$ cat config.mk
export PLATFORM = sky130hd
export DESIGN_NAME = sw_score_max_tracker_flat
export DESIGN_NICKNAME = d
export VERILOG_FILES = /design/src/rtl/sw_score_max_tracker_if.sv /design/src/rtl/sw_score_max_tracker.sv /design/src/flat_wrapper.sv
export SDC_FILE = /design/constraint.sdc
export NUM_CORES = 1
export LEC_CHECK = 0
export BUFFER_PORTS_ARGS = -buffer_cell sky130_fd_sc_hd__buf_4
export CAP_MARGIN = 0
export CORE_UTILIZATION = 49
export CTS_CLUSTER_DIAMETER = 40
export DETAILED_ROUTE_END_ITERATION = 6
export HOLD_SLACK_MARGIN = 0.1
export PLACE_DENSITY = 0.76
export SLEW_MARGIN = 30
export SYNTH_ARGS = -nofsm -noshare
export SYNTH_HDL_FRONTEND = slang
export SYNTH_SLANG_ARGS = --single-unit
$ cat constraint.sdc
create_clock -name clk -period 1.9 [get_ports clk]
set_clock_uncertainty 0.05 [all_clocks]
set_input_delay 0.19 -clock clk [delete_from_list [all_inputs] [get_ports clk]]
set_output_delay 0.19 -clock clk [all_outputs]
set_load 0.05 [all_outputs]
$ cat src/rtl/sw_score_max_tracker_if.sv
`default_nettype none
// ============================================================================
// Module   : sw_score_max_tracker_if
// Brief    : Controller/PE-array handshake and result bus of the
//            Smith-Waterman score max tracker.
// Revision : 1.0 - initial release
// ============================================================================
interface sw_score_max_tracker_if #(
  parameter int DATA_WIDTH = 16,
  parameter int ROW_W      = 10,
  parameter int COL_W      = 10,
  parameter int CNT_W      = 20
) ();
  logic                  i_start;
  logic                  i_abort;
  logic                  i_valid;
  logic [DATA_WIDTH-1:0] i_score;
  logic [ROW_W-1:0]      i_row;
  logic [COL_W-1:0]      i_col;
  logic                  i_last;
  logic                  o_ready;
  logic                  o_busy;
  logic                  o_done;
  logic [DATA_WIDTH-1:0] o_best_score;
  logic [ROW_W-1:0]      o_best_row;
  logic [COL_W-1:0]      o_best_col;
  logic [CNT_W-1:0]      o_count;

  // Controller / PE-array side
  modport master (
    output i_start, i_abort, i_valid, i_score, i_row, i_col, i_last,
    input  o_ready, o_busy, o_done, o_best_score, o_best_row, o_best_col, o_count
  );

  // Tracker side
  modport slave (
    input  i_start, i_abort, i_valid, i_score, i_row, i_col, i_last,
    output o_ready, o_busy, o_done, o_best_score, o_best_row, o_best_col, o_count
  );
endinterface
`default_nettype wire

$ cat src/rtl/sw_score_max_tracker.sv
`default_nettype none
// ============================================================================
// Module   : sw_score_max_tracker
// Brief    : Tracks the best signed Smith-Waterman cell score and its (row,col)
//            over one alignment, with a start/run/drain/done handshake and a
//            register stage ahead of the signed compare.
// Revision : 1.0 - initial release
// ============================================================================
module sw_score_max_tracker #(
  parameter int DATA_WIDTH = 16,
  parameter int ROW_W      = 10,
  parameter int COL_W      = 10,
  parameter int CNT_W      = 20
) (
  input  logic                  clk,
  input  logic                  rst_n,
  sw_score_max_tracker_if.slave bus
);

  localparam logic [1:0] ST_IDLE  = 2'd0;
  localparam logic [1:0] ST_RUN   = 2'd1;
  localparam logic [1:0] ST_DRAIN = 2'd2;
  localparam logic [1:0] ST_DONE  = 2'd3;

  logic [1:0]            state;

  logic                  s1_valid;
  logic [DATA_WIDTH-1:0] s1_score;
  logic [ROW_W-1:0]      s1_row;
  logic [COL_W-1:0]      s1_col;

  logic [DATA_WIDTH-1:0] best_score;
  logic [ROW_W-1:0]      best_row;
  logic [COL_W-1:0]      best_col;
  logic [CNT_W-1:0]      count;

  logic                  start_run;
  logic                  accept;
  logic                  s1_gt;

  // An abort squashes any sample offered in the same cycle, so a cancelled
  // alignment never counts or compares the sample that came with the abort.
  assign start_run = (state == ST_IDLE) && bus.i_start;
  assign accept    = (state == ST_RUN) && bus.i_valid && !bus.i_abort;

  // Signed compare: differing signs decide on the MSB alone, equal signs fall
  // through to an unsigned compare of the remaining bits.
  always_comb begin
    s1_gt = 1'b0;
    if (s1_score[DATA_WIDTH-1] != best_score[DATA_WIDTH-1]) begin
      s1_gt = best_score[DATA_WIDTH-1];
    end else begin
      s1_gt = (s1_score[DATA_WIDTH-2:0] > best_score[DATA_WIDTH-2:0]);
    end
  end

  // Control FSM: IDLE -> RUN -> DRAIN -> DONE -> IDLE, abort back to IDLE.
  always_ff @(posedge clk or negedge rst_n) begin
    if (!rst_n) begin
      state <= ST_IDLE;
    end else begin
      case (state)
        ST_IDLE:  if (bus.i_start) state <= ST_RUN;
        ST_RUN: begin
          if (bus.i_abort)              state <= ST_IDLE;
          else if (accept && bus.i_last) state <= ST_DRAIN;
        end
        ST_DRAIN: state <= bus.i_abort ? ST_IDLE : ST_DONE;
        ST_DONE:  state <= ST_IDLE;
        default:  state <= ST_IDLE;
      endcase
    end
  end

  // Stage 1: capture each accepted sample; valid bit follows acceptance.
  always_ff @(posedge clk or negedge rst_n) begin
    if (!rst_n) begin
      s1_valid <= 1'b0;
      s1_score <= '0;
      s1_row   <= '0;
      s1_col   <= '0;
    end else begin
      s1_valid <= accept;
      if (accept) begin
        s1_score <= bus.i_score;
        s1_row   <= bus.i_row;
        s1_col   <= bus.i_col;
      end
    end
  end

  // Stage 2: keep the strictly greater score; ties keep the earlier coordinate.
  always_ff @(posedge clk or negedge rst_n) begin
    if (!rst_n) begin
      best_score <= '0;
      best_row   <= '0;
      best_col   <= '0;
    end else if (start_run) begin
      best_score <= '0;
      best_row   <= '0;
      best_col   <= '0;
    end else if (s1_valid && s1_gt) begin
      best_score <= s1_score;
      best_row   <= s1_row;
      best_col   <= s1_col;
    end
  end

  // Accepted-sample counter, saturating at all-ones.
  always_ff @(posedge clk or negedge rst_n) begin
    if (!rst_n) begin
      count <= '0;
    end else if (start_run) begin
      count <= '0;
    end else if (accept && (count != {CNT_W{1'b1}})) begin
      count <= count + 1'b1;
    end
  end

  assign bus.o_ready      = (state == ST_RUN);
  assign bus.o_busy       = (state == ST_RUN) || (state == ST_DRAIN);
  assign bus.o_done       = (state == ST_DONE);
  assign bus.o_best_score = best_score;
  assign bus.o_best_row   = best_row;
  assign bus.o_best_col   = best_col;
  assign bus.o_count      = count;

endmodule
`default_nettype wire

$ cat src/flat_wrapper.sv
// flat-port wrapper written by rule: the top's interface ports become plain ports
module sw_score_max_tracker_flat 
#(
  parameter int DATA_WIDTH = 16,
  parameter int ROW_W      = 10,
  parameter int COL_W      = 10,
  parameter int CNT_W      = 20
)
  (clk, rst_n, bus_i_start, bus_i_abort, bus_i_valid, bus_i_score, bus_i_row, bus_i_col, bus_i_last, bus_o_ready, bus_o_busy, bus_o_done, bus_o_best_score, bus_o_best_row, bus_o_best_col, bus_o_count);
  sw_score_max_tracker_if #(.DATA_WIDTH(DATA_WIDTH), .ROW_W(ROW_W), .COL_W(COL_W), .CNT_W(CNT_W)) bus_i ();
  input  logic clk;
  input  logic rst_n;
  input wire logic [$bits(bus_i.i_start)-1:0] bus_i_start;
  input wire logic [$bits(bus_i.i_abort)-1:0] bus_i_abort;
  input wire logic [$bits(bus_i.i_valid)-1:0] bus_i_valid;
  input wire logic [$bits(bus_i.i_score)-1:0] bus_i_score;
  input wire logic [$bits(bus_i.i_row)-1:0] bus_i_row;
  input wire logic [$bits(bus_i.i_col)-1:0] bus_i_col;
  input wire logic [$bits(bus_i.i_last)-1:0] bus_i_last;
  output wire logic [$bits(bus_i.o_ready)-1:0] bus_o_ready;
  output wire logic [$bits(bus_i.o_busy)-1:0] bus_o_busy;
  output wire logic [$bits(bus_i.o_done)-1:0] bus_o_done;
  output wire logic [$bits(bus_i.o_best_score)-1:0] bus_o_best_score;
  output wire logic [$bits(bus_i.o_best_row)-1:0] bus_o_best_row;
  output wire logic [$bits(bus_i.o_best_col)-1:0] bus_o_best_col;
  output wire logic [$bits(bus_i.o_count)-1:0] bus_o_count;
  assign bus_i.i_start = bus_i_start;
  assign bus_i.i_abort = bus_i_abort;
  assign bus_i.i_valid = bus_i_valid;
  assign bus_i.i_score = bus_i_score;
  assign bus_i.i_row = bus_i_row;
  assign bus_i.i_col = bus_i_col;
  assign bus_i.i_last = bus_i_last;
  assign bus_o_ready = bus_i.o_ready;
  assign bus_o_busy = bus_i.o_busy;
  assign bus_o_done = bus_i.o_done;
  assign bus_o_best_score = bus_i.o_best_score;
  assign bus_o_best_row = bus_i.o_best_row;
  assign bus_o_best_col = bus_i.o_best_col;
  assign bus_o_count = bus_i.o_count;
  sw_score_max_tracker #(.DATA_WIDTH(DATA_WIDTH), .ROW_W(ROW_W), .COL_W(COL_W), .CNT_W(CNT_W)) u_core (.clk(clk), .rst_n(rst_n), .bus(bus_i));
endmodule
# Word level (Yosys, flattened, before mapping)

Index checks and enable logic that the tools add are counted.

Flip-flop bits (word level): 95
Output and inout bits: 59

$add $sub $neg: 1
Order comparisons: 1
Equal/unequal tests: 7
Muxes and demuxes: 14
Reduce and logical (&&, ||, !) cells: 12

Operator list:

| kind                                                   | count |
|---|---|
| 2-to-1 mux 10 bit                                      | 4 |
| 2-to-1 mux 20 bit                                      | 2 |
| 2-to-1 mux 16 bit                                      | 2 |
| adder 20 x 1 -> 20 bit (second input constant)         | 1 |
| inequality test 20 bit (second input constant)         | 1 |
| greater-than comparator 15 bit                         | 1 |
| 2-to-1 mux 2 bit                                       | 4 |
| one-hot mux 2 bit (4 select lines)                     | 1 |
| logical AND 1 bit                                      | 6 |
| equality test 2 bit (second input constant)            | 2 |
| nonzero test 2 bit                                     | 2 |
| inequality test 3 x 2 -> 1 bit (second input constant) | 1 |
| equality test 2 x 1 -> 1 bit (second input constant)   | 1 |
| logical NOT 2 bit                                      | 1 |
| inequality test 2 bit (second input constant)          | 1 |
| AND reduction 2 bit                                    | 1 |
| logical NOT 1 bit                                      | 1 |
| logical OR 1 bit                                       | 1 |
| 2-to-1 mux 1 bit                                       | 1 |
| inequality test 1 bit                                  | 1 |

# Longest topological paths before layout

Gate-level depths: netlist of run 1.

Depth after elaboration: 7
Gate-level depth with buffers: 9
Depth with buffers taken out: 8

# Least setup slack after synthesis of run 1

OpenSTA, ideal clock, no wires.

Path kind: reg-to-reg
Start point: reg u_core.state[1]
End point: reg u_core.count[12], in the netlist u_core.bus.o_count[12]
Arrival time: 2145 ps
Required time: 1718 ps
Setup slack: -427 ps
Cell stages (with the launch flop): 10
Buffers on the path: 1
Clock period less this slack: 2327 ps
Path through: dfrtp_1 inv_1 ha_1 nand3_2 inv_1 buf_2 nand4_1 a211oi_1 xnor2_1 nor2_1

Word-level cells in the longest chain between the ends: 5

RTL lines:

| element                             | RTL line                    | source |
|---|---|---|
| start, declared                     | sw_score_max_tracker.sv:25  | `logic [1:0] state;` |
| start signal, assigned              | sw_score_max_tracker.sv:68  | `ST_DRAIN: state <= bus.i_abort ? ST_IDLE : ST_DONE;` |
| equality test 2 x 1 -> 1 bit        | --                          |  |
| named net bus_o_ready               | flat_wrapper.sv:20          | `output wire logic [$bits(bus_i.o_ready)-1:0] bus_o_ready;` |
| logical AND 1 bit (2 in a row)      | sw_score_max_tracker.sv:44  | `assign accept = (state == ST_RUN) && bus.i_valid && !bus.i_abort;` |
| logical AND 1 bit                   | sw_score_max_tracker.sv:115 | `end else if (accept && (count != {CNT_W{1'b1}})) begin` |
| nonzero test 2 bit (no source line) | --                          |  |
| end signal, assigned                | sw_score_max_tracker.sv:116 | `count <= count + 1'b1;` |
| end, declared                       | sw_score_max_tracker.sv:35  | `logic [CNT_W-1:0] count;` |

The timed path passes the listed nets, and every way through them passes these cells.
A chain may end at the register's enable or synchronous reset.

# Worst setup path after layout of run 1

Start point: reg u_core.s1_score[12]
End point: reg u_core.best_col[4], in the netlist u_core.bus.o_best_col[4]

Word-level cells in the longest chain between the ends: 4

RTL lines:

| element                             | RTL line                    | source |
|---|---|---|
| start, declared                     | sw_score_max_tracker.sv:28  | `logic [DATA_WIDTH-1:0] s1_score;` |
| start signal, assigned              | sw_score_max_tracker.sv:85  | `s1_score <= bus.i_score;` |
| greater-than comparator 15 bit      | sw_score_max_tracker.sv:53  | `s1_gt = (s1_score[DATA_WIDTH-2:0] > best_score[DATA_WIDTH-2:0]);` |
| 2-to-1 mux 1 bit                    | sw_score_max_tracker.sv:50  | `if (s1_score[DATA_WIDTH-1] != best_score[DATA_WIDTH-1]) begin` |
| logical AND 1 bit                   | sw_score_max_tracker.sv:102 | `end else if (s1_valid && s1_gt) begin` |
| nonzero test 2 bit (no source line) | --                          |  |
| end signal, assigned                | sw_score_max_tracker.sv:105 | `best_col <= s1_col;` |
| end, declared                       | sw_score_max_tracker.sv:34  | `logic [COL_W-1:0] best_col;` |

Every way passes these cells.

==> results of run 1 <==
## report_power, final
part | leakage (nW) | switching (mW) | internal (mW)
combinational | 1.83 | 2.55 | 1.61
clock | 0.107 | 0.735 | 0.752
sequential | 1.22 | 0.428 | 2.64
## repair_timing
action / 4_1_cts / 5_1_grt
gates cloned: 1 / 1
hold endpoints to repair: 68 / 0
pin swaps: 1 / 6
hold buffers: 38 / 0
endpoints found under the setup margin: 40 / 43
setup buffers: 3 / 8
gates resized for setup: 7 / 12
## placed cells by master, fill, tap and decap left out, types with 2 or more instances in the layout
master,count
nand2_1,192
buf_4,134
dfrtp_1,65
dlygate4sd3_1,38
mux2i_1,34
dfrtp_2,30
ha_1,16
inv_1,15
nor2_1,13
a21oi_1,12
nand3_1,11
xnor2_1,9
clkbuf_8,9
o21ai_0,8
inv_2,7
nand4_1,5
and2_1,5
a211oi_2,4
a311oi_2,4
ha_4,4
buf_12,4
nor3_1,3
and4_4,3
and3_1,2
a41oi_1,2
o31ai_1,2
or4_1,2
or3_1,2
o211ai_1,2
mux2i_2,2
clkinv_4,2
bufinv_16,2
## layer usage
metal  up-vias  part of all wire  routed length (µm)
met5         -                 0                   0
met2        86              0.49                5726
li1       2012                 -                   -
met4         0            0.0075                  87
met1      1983              0.46                5346
met3         7             0.040                 465
## sequential cells by signal, indices dropped and copies added, names as in the netlist
signal and flops:
u_core.state 2, u_core.bus.o_count 20, u_core.bus.o_best_col 10, u_core.s1_score 16, u_core.bus.o_best_row 10, u_core.bus.o_best_score 16, u_core.s1_col 10, u_core.s1_row 10
u_core.s1_valid 1
## through the flow
step | instances | setup slack (ps)
after floorplan | 510 | -66.71
after global routing | 806 | -241.7
after CTS | 798 | -100.7
after detailed placement | 740 | -86.73
after global placement | 740 | -50.04
final | 806 | -124.2
## cells by family after synthesis
| kind of cell | after synthesis | share of synthesized area |
|---|---|---|
| buffers and inverters | 52 | 0.04991 |
| adder cells (fa/ha/maj) | 21 | 0.05604 |
| flip-flops | 95 | 0.5071 |
| AO/OA/AOI/OAI | 47 | 0.06672 |
| multiplexers | 36 | 0.07686 |
| AND/OR/NAND/NOR | 250 | 0.2266 |
| XOR/XNOR | 9 | 0.01681 |
## how the worst max path moves through the flow
| stage | start | end | slack, ps | cells past startpoint |
|---|---|---|---|---|
| after floorplan | u_core.bus.o_best_score[13]$_DFFE_PN0P_ | u_core.bus.o_best_score[0]$_DFFE_PN0P_ | -70 | 9 |
| after global placement | u_core.s1_score[13]$_DFFE_PN0P_ | u_core.bus.o_best_score[10]$_DFFE_PN0P_ | -50 | 7 |
| after detailed placement | u_core.s1_score[13]$_DFFE_PN0P_ | u_core.bus.o_best_score[9]$_DFFE_PN0P_ | -90 | 7 |
| after CTS | u_core.s1_score[13]$_DFFE_PN0P_ | u_core.bus.o_best_score[9]$_DFFE_PN0P_ | -100 | 8 |
| after global routing | u_core.s1_score[13]$_DFFE_PN0P_ | u_core.bus.o_best_row[5]$_DFFE_PN0P_ | -240 | 8 |
| final | u_core.s1_score[12]$_DFFE_PN0P_ | u_core.bus.o_best_col[4]$_DFFE_PN0P_ | -120 | 8 |
## cell type report
type	instances	area [µm²]	share of cell area
sequential	95	2415	0.3624
clock inverter	6	93.84	0.01408
multi-input combinational	363	2231	0.3348
inverter	23	88.84	0.01333
clock buffer	10	127.6	0.01915
timing repair buffer	180	1545	0.2319
tap	129	161.4	0.02423
## worst reg2reg max path, cell delays in order (launching register included)
cell,delay [ps]
dfrtp_1,420
ha_1,310
nand4_1,120
nor3_2,220
o21ai_2,120
a31oi_4,180
buf_4,150
buf_12,140
mux2i_2,230
==> metrics.csv, run 1 <==
stage,metric,value,unit
status,run status,"finished, violations left",
status,failing checks,setup timing,
hold_path,Hold Crit Start,bus_i_start,
placement,final weighted congestion in routability-driven placement,0.8187,
sta,final setup fails,36,
die,total core area,9240,µm²
cts,worst-skew pair later-pin latency,360,ps
die,Initial Util,0.5074,
synth,Yosys cell types,44,
synth,"count leader, synth",nand2_1,
die,Rows,35,
synth,dominant cells by area after synthesis,"dfrtp_1, nand2_1, mux2i_1",
layout,Finished Cell Area,6663,µm²
synth,mapped cell area,4688,µm²
cts,clock sink total,95,
global_route,vias in the first global route,3915,
sta,fin crit share,1.065,
sta,max frequency,494.0,MHz
critical_path,r2r setup slk,-120,ps
sta,setup ws final,-124.2,ps
hold_path,worst min path class,in -> reg,
layout,Final Core Density,0.7211,
global_route,M3 GR Usage,0.03900,
critical_path,Crit Path Class,reg -> reg,
sta,pin slew with the least headroom to its limit,474.9,ps
global_route,GR Overflow Total,0,
critical_path,Crit. End Element,flop,
synth,synthesized instance count,510,
cts,CTS Buf Count,9,
synth,Main synth FF type,dfrtp_1,
detailed_routing,via total after detailed routing,4088,
power_and_ir_drop,Pwr per Cell Area,1309,nW/µm²
cts,CTS Root Buffer Type,clkbuf_8,
die,Die ar.,9963,µm²
sta,Final min period,2024,ps
global_route,antenna violations before repair,0,
synth,Synth warnings,0,
layout,ant diodes,0,
synth,mean post-synth cell area,9.193,µm²
cts,H-Tree Depth,3,
power_and_ir_drop,Overall Power,8.719,mW
layout,filler instances,676,
critical_path,reg2reg start,u_core.s1_score[12]$_DFFE_PN0P_,
layout,share of cells above drive strength 1,0.3279,
critical_path,R2R Path End,u_core.bus.o_best_col[4]$_DFFE_PN0P_,
global_route,gr usage total,0.2377,
critical_path,CP arrival,2250,ps
layout,Area Overhead vs Synth,42.11,%
detailed_routing,final wirelength,11.63,mm
power_and_ir_drop,Leak Pwr,3.153,nW
layout,Final Net Count,735,
power_and_ir_drop,peak supply drop,0.001184,V
synth,post-synth top area cell,dfrtp_1,
sta,setup TNS,-3054,ps
global_route,first-pass GRT wire length,18.66,mm
synth,top cell type's share of synthesized area,0.5071,
die,IO Count,101,
global_route,met1 Usage GRT,0.3269,
global_route,met2 Use GR,0.3857,
critical_path,Reg2Reg Depth,8,
cts,CTS tree,done,
critical_path,crit start category,flop,
run,maxcap violations,0,
sta,Rel. slew slack,0.6834,
placement,Post-DP HPWL,7.470,mm
synth,Post-synth EDFFs,0,
sta,Min Hold Slack,153.2,ps
detailed_routing,Routed WL per cell,14.42,µm
hold_path,Hold Path Sink,u_core.bus.o_count[9]$_DFFE_PN0P_,
critical_path,slowest CP cell,dfrtp_1,
die,Die Y,99.82,µm
critical_path,crit path cell chain,ha_1 -> nand4_1 -> nor3_2 -> o21ai_2 -> a31oi_4 -> buf_4 -> buf_12 -> mux2i_2,
critical_path,CP Buf/Inv Count,2,
global_route,global routing's busiest layer,met2,
critical_path,Crit path largest cell delay,420,ps
die,Die W,99.82,µm
synth,Synth async-reset ratio,1.000,
detailed_routing,vias per inst,5.072,
cts,worst-case clock buffer depth,2,
synth,Post-synth top cells,"nand2_1, dfrtp_1, mux2i_1",
synth,"FF+latch count, synth",95,
critical_path,Crit path max-delay family,flip-flops,
cts,Clock Pin Slew Worst Setup and Hold Paths,100,ps
detailed_routing,Initial DRC Count,222,
critical_path,crit path max fanout,10,
detailed_routing,drc violations,0,
detailed_routing,DRT Pass-1 Iters,4,
synth,post-synthesis sequential area ratio,0.5071,
sta,"Slew Viols, Final",0,
synth,Post-Syn Nets,573,
global_route,pin count of the biggest net entering global routing,75,
sta,final hold violation count,0,
detailed_routing,Final ANT Viol Nets,0,
sta,RSZ-0062 raised after global routing,true,
placement,IO buf count,100,
critical_path,Critical Path RT,2130,ps
hold_path,Hold Crit Depth,3,
placement,placed cell areas,5873,µm²
(Power assumes the default switching activity.)
==> run 2, diff against run 1 <==
--- a/config.mk
+++ b/config.mk
@@ -8,9 +8,9 @@
 export BUFFER_PORTS_ARGS = -buffer_cell sky130_fd_sc_hd__buf_4
 export CAP_MARGIN = 0
-export CORE_UTILIZATION = 49
+export CORE_UTILIZATION = 55
 export CTS_CLUSTER_DIAMETER = 40
 export DETAILED_ROUTE_END_ITERATION = 6
 export HOLD_SLACK_MARGIN = 0.1
-export PLACE_DENSITY = 0.76
+export PLACE_DENSITY = 0.8
 export SLEW_MARGIN = 30
 export SYNTH_ARGS = -nofsm -noshare
==> constraint.sdc (replaced) <==
create_clock -name clk -period 2.2 [get_ports clk]
set_clock_uncertainty 0.05 [all_clocks]
set_input_delay 0.44 -clock clk [delete_from_list [all_inputs] [get_ports clk]]
set_output_delay 0.44 -clock clk [all_outputs]
set_load 0.05 [all_outputs]
==> metrics.csv, run 2 (synthesis gave the netlist of run 1 again) <==
stage,metric,value,unit,change
global_route,met1 Usage GRT,0.3230,,-0.003859
sta,"Slew Viols, Final",0,,unchanged
layout,"most common cell after layout, fill and taps aside",nand2_1,,
global_route,first-pass GRT wire length,16.93,mm,-9.3%
cts,worst-case clock buffer depth,2,,unchanged
die,Die Y,94.33,µm,-5.5%
global_route,M3 GR Usage,0.04288,,+0.003883
global_route,antenna violations before repair,0,,unchanged
critical_path,Crit Path Class,reg -> reg,,
die,Die ar.,8897,µm²,-11%
cts,Clock Pin Slew Worst Setup and Hold Paths,100,ps,about the same
placement,Place WS,73.61,ps,+160.3 ps
cts,worst-skew pair later-pin latency,350,ps,about the same
detailed_routing,Initial DRC Count,162,,-27%
die,Rows,33,,-5.7%
sta,final setup fails,0,,-100%
critical_path,CP Capture Point,u_core.bus.o_best_col[0]$_DFFE_PN0P_,,
hold_path,worst min path class,in -> reg,,
power_and_ir_drop,peak supply drop,0.001187,V,+0.26%
power_and_ir_drop,Leak Pwr,2.846,nW,-9.7%
sta,RSZ-0062 raised after global routing,true,,
detailed_routing,vias per inst,5.391,,+6.3%
cts,Post-CTS Setup Repair Bufs,0,,-3
run,maxcap violations,0,,unchanged
placement,final weighted congestion in routability-driven placement,0.7818,,-4.5%
critical_path,reg2reg start,u_core.bus.o_best_score[13]$_DFFE_PN0P_,,
global_route,met2 Use GR,0.4118,,+0.02616
sta,Min Hold Slack,214.0,ps,+60.75 ps
cts,H-Tree Depth,3,,unchanged
global_route,gr usage total,0.2473,,+0.009591
global_route,vias in the first global route,3673,,-6.2%
layout,Final Core Density,0.7092,,-0.01190
critical_path,Crit. End Element,flop,,
sta,Final min period,2082,ps,+57.76 ps
die,Die W,94.33,µm,-5.5%
global_route,pin count of the biggest net entering global routing,96,,+28%
sta,max frequency,480.3,MHz,-2.8%
layout,ant diodes,0,,unchanged
critical_path,Reg2Reg Depth,8,,unchanged
global_route,global routing's busiest layer,met2,,
layout,Area Overhead vs Synth,24.29,%,
sta,Rel. slew slack,0.6721,,-0.01129
power_and_ir_drop,Overall Power,7.170,mW,-18%
power_and_ir_drop,Pwr per Cell Area,1231,nW/µm²,-6.0%
layout,filler instances,626,,-7.4%
sta,fin crit share,0.9463,,-0.1190
die,Initial Util,0.5706,,+0.06320
cts,CTS tree,done,,
detailed_routing,final wirelength,10.35,mm,-11%
critical_path,R2R Path End,u_core.bus.o_best_col[0]$_DFFE_PN0P_,,
critical_path,Critical Path RT,2430,ps,+300 ps
critical_path,CP arrival,2310,ps,+60 ps
sta,pin slew with the least headroom to its limit,491.9,ps,+16.93 ps
critical_path,r2r setup slk,120,ps,+240 ps
critical_path,crit path max fanout,20,,+10
critical_path,crit path launch,u_core.bus.o_best_score[13]$_DFFE_PN0P_,,
die,IO Count,101,,unchanged
cts,CTS Root Buffer Type,clkbuf_8,,
critical_path,crit start category,flop,,
detailed_routing,Routed WL per cell,14.55,µm,+0.90%
detailed_routing,via total after detailed routing,3833,,-6.2%
detailed_routing,DRT Pass-1 Iters,5,,+1
sta,final hold violation count,0,,unchanged
cts,CTS Buf Count,9,,unchanged
placement,IO buf count,100,,unchanged
layout,share of cells above drive strength 1,0.2360,,-0.09194
global_route,GR Overflow Total,0,,unchanged
detailed_routing,Final ANT Viol Nets,0,,unchanged
status,run status,completed,,
placement,Post-DP HPWL,7.013,mm,-6.1%
cts,clock sink total,95,,unchanged
sta,setup ws final,118.1,ps,+242.2 ps
detailed_routing,drc violations,0,,unchanged
layout,"commonest non-fill, non-tap cells in the layout","nand2_1, buf_4, dfrtp_1",,
layout,Final Net Count,665,,-9.5%
die,total core area,8217,µm²,-11%
layout,max reg flops,20,,unchanged
-- run 2: layout make-up --
class / count / area, µm² / share of cell area
inverters: 23 / 86.33 / 0.01482
repair buffers: 110 / 873.3 / 0.1499
multi-input cells: 363 / 2108 / 0.3618
clock buffers: 9 / 123.9 / 0.02126
flip-flops and latches: 95 / 2389 / 0.4099
clock inverters: 6 / 115.1 / 0.01976
well taps: 105 / 131.4 / 0.02255
-- run 2: through the flow --
stage	std cells	instance area (µm²)	setup TNS [ps]
final	711	5827	0
after detailed placement	695	5559	0
after global routing	711	5827	-10.16
after global placement	695	5559	0
after CTS	711	5813	0
after floorplan	510	4702	0
-- run 2: routing by layer --
layer,vias to the layer above,part of all wire
met5,-,0
met4,0,0.017
met3,12,0.057
met2,112,0.50
met1,1853,0.42
li1,1856,-
-- run 2: repair_timing --
action | 4_1_cts | 5_1_grt
endpoints found under the hold margin | 53 | 0
gates resized for setup | 1 | 3
hold buffers | 1 | 0
endpoints found under the setup margin | 36 | 3
-- run 2: worst min-delay path by stage --
stage | depth (start not counted) | from | endpoint | slack (ps)
2_1_floorplan | 0 | rst_n | u_core.bus.o_best_col[0]$_DFFE_PN0P_ | 90
3_5_place_dp | 2 | u_core.s1_row[3]$_DFFE_PN0P_ | u_core.s1_row[3]$_DFFE_PN0P_ | 410
3_3_place_gp | 2 | u_core.s1_row[0]$_DFFE_PN0P_ | u_core.s1_row[0]$_DFFE_PN0P_ | 410
6_report | 3 | bus_i_col[7] | u_core.s1_col[7]$_DFFE_PN0P_ | 210
4_1_cts | 3 | bus_i_col[7] | u_core.s1_col[7]$_DFFE_PN0P_ | 200
5_1_grt | 3 | bus_i_col[7] | u_core.s1_col[7]$_DFFE_PN0P_ | 200
-- run 2: critical path, cell delays in order (launching register included) --
cell	delay, ps
dfrtp_2	380
inv_1	40
ha_1	300
nand4_1	130
nor3_2	230
o21ai_0	180
a31oi_4	240
buf_12	230
mux2i_1	220
-- run 2: where the power goes --
group,switching [mW],internal [mW]
Combinational,2.07,1.06
Clock,0.636,0.758
Sequential,0.376,2.27
